[src/rtl/contador_hex_multiplexado.sv]
// contador_hex_multiplexado: prescaled N-digit hex up/down counter with multiplexed active-low 7-seg scan.
// Define LEADING_ZERO_BLANK_EN to blank leading zero digits above digit 0.
module contador_hex_multiplexado #(
  parameter int CLK_HZ  = 50_000_000,
  parameter int TICK_HZ = 1,
  parameter int SCAN_HZ = 1000,
  parameter int DIGITS  = 4
) (
  input  logic                  clock_50mhz,
  input  logic                  reset_n,
  input  logic                  enable,
  input  logic                  up_down,
  input  logic                  load,
  input  logic [4*DIGITS-1:0]   load_value,
  output logic [4*DIGITS-1:0]   count,
  output logic                  tick,
  output logic [6:0]            segmentos,
  output logic [DIGITS-1:0]     anodo
);
  localparam int PDIV = CLK_HZ / TICK_HZ;
  localparam int SDIV = CLK_HZ / SCAN_HZ;
  localparam int PW = $clog2(PDIV);
  localparam int SW = $clog2(SDIV);
  localparam int IW = DIGITS > 1 ? $clog2(DIGITS) : 1;
  localparam logic [6:0] GLYPH [16] = '{
    7'h40, 7'h79, 7'h24, 7'h30, 7'h19, 7'h12, 7'h02, 7'h78,
    7'h00, 7'h10, 7'h08, 7'h03, 7'h46, 7'h21, 7'h06, 7'h0E
  };
  logic [PW-1:0] pre;
  logic [SW-1:0] sdiv;
  logic [IW-1:0] idx;
  logic          pre_end, scan_end, blank;
  logic [3:0]    nib;
  assign pre_end  = pre == PW'(PDIV - 1);
  assign scan_end = sdiv == SW'(SDIV - 1);
  assign nib      = count[4*idx +: 4];
`ifdef LEADING_ZERO_BLANK_EN
  assign blank = (idx != '0) && ((count >> (4*idx)) == '0);
`else
  assign blank = 1'b0;
`endif
  // Adding all-ones steps the count down by one modulo 2^(4*DIGITS).
  always_ff @(posedge clock_50mhz) begin
    if (!reset_n) begin
      pre   <= '0;
      tick  <= 1'b0;
      count <= '0;
    end else begin
      tick  <= enable && pre_end && !load;
      pre   <= load ? '0 : !enable ? pre : pre_end ? '0 : pre + 1'b1;
      count <= load ? load_value
             : (enable && pre_end) ? count + {{(4*DIGITS-1){~up_down}}, 1'b1}
             : count;
    end
  end
  always_ff @(posedge clock_50mhz) begin
    if (!reset_n) begin
      sdiv      <= '0;
      idx       <= '0;
      anodo     <= ~DIGITS'(1);
      segmentos <= 7'h40;
    end else begin
      sdiv      <= scan_end ? '0 : sdiv + 1'b1;
      idx       <= !scan_end ? idx : (idx == IW'(DIGITS - 1)) ? '0 : idx + 1'b1;
      anodo     <= ~(DIGITS'(1) << idx);
      segmentos <= blank ? 7'h7F : GLYPH[nib];
    end
  end
endmodule
[config.mk]
export PLATFORM = sky130hd
export DESIGN_NAME = contador_hex_multiplexado
export DESIGN_NICKNAME = d
export VERILOG_FILES = /design/src/rtl/contador_hex_multiplexado.sv
export SDC_FILE = /design/constraint.sdc
export NUM_CORES = 1
export LEC_CHECK = 0
export ABC_AREA = 0
export BUFFER_PORTS_ARGS = -buffer_cell sky130_fd_sc_hd__buf_2
export CELL_PAD_IN_SITES_DETAIL_PLACEMENT = 0
export CELL_PAD_IN_SITES_GLOBAL_PLACEMENT = 1
export CORE_MARGIN = 2
export CORE_UTILIZATION = 30
export CTS_CLUSTER_DIAMETER = 120
export CTS_CLUSTER_SIZE = 20
export DETAILED_ROUTE_END_ITERATION = 8
export GPL_TIMING_DRIVEN = 0
export HOLD_SLACK_MARGIN = 0.03
export PLACE_DENSITY_LB_ADDON = 0.3
export SLEW_MARGIN = 20
export SYNTH_ARGS = -nofsm -noshare
export SYNTH_HDL_FRONTEND = slang
export SYNTH_SLANG_ARGS = --single-unit
[constraint.sdc]
create_clock -name clock_50mhz -period 2.3 [get_ports clock_50mhz]
set_input_delay 0.46 -clock clock_50mhz [delete_from_list [all_inputs] [get_ports clock_50mhz]]
set_output_delay 0.46 -clock clock_50mhz [all_outputs]
set_load 0.05 [all_outputs]
==> key figures <==
Placed design
  – Pre-CTS setup slack: -635 ps
  – Hpwl dp: 8190 µm
  – Port buffer count: 47
  – DP Area: 4590 µm²
  – GPL Wtd Cong: 0.891

CTS
  – Clk slew on worst S/H paths: 60 ps
  – Root Driver: clkbuf_16
  – Clock sinks: 72
  – Maximum number of buffers from clock root to sink: 2
  – Clock latency at the later pin of the worst-skew pair: 340 ps
  – CTS tree: built
  – Num CTS Buffers: 9
  – H-tree Lvls: 3

Final layout
  – Layout cells sized above 1: 20.4%
  – Fillers: 1408
  – Nets: 611
  – Core Util, Final: 38.3%
  – Syn-to-layout area delta: 23.8%
  – Design area: 5110 µm²

Power and ir drop
  – PD cells: 637 nW/µm²
  – Clock network power share: 43.2%
  – Maximum vdd drop: 0.000587 V
  – Sw power: 0.885 mW
  – Switching Fraction: 27.2%
  – Cell leakage power: 2.03 nW
  – Seq pwr share: 40.4%
  – Comb pwr share: 16.3%
  – Internal Power: 2.37 mW
  – Tot Pwr: 3.25 mW

Setup path
  – Slowest stage cell, crit path: ha_1
  – CP bufs+invs: 3
  – Crit-path max cell delay: 300 ps
  – Required time worst endpoint: 2530 ps
  – Critical path peak fanout: 8
  – Worst setup path class: in2reg
  – CP Launch Type: input pin
  – Delay-heaviest family, CP: simple AND/OR/NAND/NOR gates
  – Critical path data arrival time: 2440 ps
  – Cell Chain, Critical Path: buf_4 > clkinvlp_4 > buf_12 > ha_1 > a21o_1 > and4_4 > or3_1 > and3_1 > a211o_1 > o211a_1
  – Crit. End Element: flip-flop

Synthesis
  – Sequential-to-total area share from yosys stat: 34.9%
  – Synth Warn #: 0
  – Synthesized area: 4130 µm²
  – Primary flip-flop cell chosen by synthesis mapping: dfxtp_1
  – Post-synth EDFFs: 0
  – Most frequent cell after synthesis: nor2_1
  – Cells after Synth: 500
  – Unique masters post-synth: 55
  – Synth top area cells: dfxtp_1 35%, ha_1 7.9%, nor2_1 7.1%, xor2_1 5.7%, nand2_1 4.4%
  – Biggest area consumer among synthesized cells: dfxtp_1
  – Syn Nets: 548
  – Average size of a mapped cell: 8.25 µm²
  – Top-area cell type share of the netlist area: 34.9%
  – Top post-synthesis cells by count: 78 x nor2_1, 72 x dfxtp_1, 48 x nand2_1, 28 x a21oi_1
  – Synth Register Bits: 72
  – Post-synth ARST share: 0%

Global route
  – Gr ovfl total: 0
  – Initial antenna violation count: 1
  – First-pass GRT wire length: 17700 µm
  – Largest net degree at the start of global routing: 12
  – Total track usage: 15.6%
  – Number of global-route vias before repair: 3551

STA
  – Final setup violation count: 0
  – Crit path time final: 2200 ps
  – Setup TNS: 0 ps
  – Measured slew at the worst slew-check pin: 621 ps
  – Pins Over Slew Limit: 0
  – Clock Skew: 7.71 ps
  – Fin. Hold Viols: 0
  – Max Clock Freq: 454 MHz
  – Slew Limit Headroom: 58.6%
  – Fin crit share: 95.8%
  – Unrepaired setup endpoints after global routing: yes
  – Final worst slack: 96.5 ps

Floorplanning
  – Initial core utilization: 30.9%
  – Core Box Area: 13300 µm²
  – I/O pin cnt: 49
  – Die Area: 14700 µm²
  – Die Span Y: 121 µm
  – Die W: 121 µm
  – Number of cell rows: 42

Drt
  – Drt via density: 5.00
  – Drt wl/cell: 14.8 µm
  – First drt pass iteration count: 4
  – Vias: 3724
  – DR iter-0 viols: 204
  – Routed wire length: 11000 µm
  – Residual DRC count: 0
  – Routed Antenna Nets: 0

Run
  – Max-Cap Viols: 0

Outcome
  – Result of the run: completed

Min path
  – Hold Path Class: in2reg
[through the flow]
stage          cells  hold WS, ps
2_1_floorplan    500          418
3_3_place_gp     723          429
3_5_place_dp     723          446
4_1_cts          740          329
5_1_grt          744          334
6_report         745          341
[power by group through the flow]
stage	sequential [mW]	clock (mW)	combinational, mW
global route	1.32	1.52	0.581
detailed placement	1.34	0	0.486
CTS	1.31	1.45	0.493
finish	1.32	1.41	0.531
floorplan	1.42	0	0.274
global placement	1.34	0	0.484
[cell type report]
| type | count | area (µm²) | area share, % |
|---|---|---|---|
| Multi-Input combinational cell | 392 | 2700 | 52.8 |
| Sequential cell | 72 | 1440 | 28.3 |
| Timing Repair Buffer | 52 | 288 | 5.63 |
| Clock buffer | 13 | 260 | 5.09 |
| Tap cell | 176 | 220 | 4.31 |
| Buffer | 18 | 86.3 | 1.69 |
| Inverter | 18 | 71.3 | 1.40 |
| Clock inverter | 3 | 40.0 | 0.784 |
| Antenna cell | 1 | 2.50 | 0.0490 |
[per-layer routing]
layer | part of all wire (%) | global-route usage (%) | vias to the layer above | wire (µm)
met4 | 1.4 | 4.60 | 0 | 149
li1 | - | - | 1902 | -
met2 | 46 | 25.3 | 70 | 5080
met1 | 47 | 19.8 | 1743 | 5180
met3 | 5.7 | 4.98 | 9 | 626
met5 | 0 | 0 | - | 0
[kinds of logic (layout without fill, tap and decap cells)]
kind of cell	after synthesis	in the layout	share of synthesized area, %
AOI/OAI and AO/OA	94	94	14.4
xor gates and xnor gates	43	43	9.13
adders and majority gates	27	27	8.37
buffers and inverters	36	104	3.46
DFF	72	72	34.9
muxes	12	12	4.19
other	0	1	0
and+or+nand+nor	216	216	25.5
[what timing repair did]
item                       CTS  global route
pin swaps                    0             5
hold buffers                 0             0
setup endpoints to repair   27            43
setup buffers                1             4
gates resized for setup      7            41
[sequential cells by signal, summed over array words and instances (netlist names)]
| signal | flops |
|---|---|
| sdiv | 16 |
| anodo | 4 |
| tick | 1 |
| segmentos | 7 |
| pre | 26 |
| idx | 2 |
| count | 16 |
[layout by cell type (no fill, tap or decap), types with 5 or more instances in the layout]
cell type / count
o21ai_0: 19
nand3_1: 25
ha_1: 21
nor3_1: 5
nand2_1: 47
mux2i_1: 6
inv_1: 17
or3_1: 7
xor2_1: 27
o21a_1: 6
buf_4: 7
clkbuf_16: 9
clkbuf_1: 10
a21oi_1: 25
a31oi_1: 7
dfxtp_1: 70
nand4_1: 8
and3_1: 9
xnor2_1: 16
nor2_1: 78
buf_2: 48
[path summary, 6_finish.rpt]
check / from / end / slack (ps) / cells after the start
max: up_down / count[5]$_SDFFE_PN0P_ / 100 / 10
min: load_value[9] / count[9]$_SDFFE_PN0P_ / 340 / 2
max reg2reg: idx[0]$_SDFFE_PN0P_ / segmentos[4]$_SDFF_PN0_ / 110 / 7
min reg2reg: sdiv[0]$_SDFF_PP0_ / sdiv[0]$_SDFF_PP0_ / 460 / 1
Power figures use the tool's default switching activity.
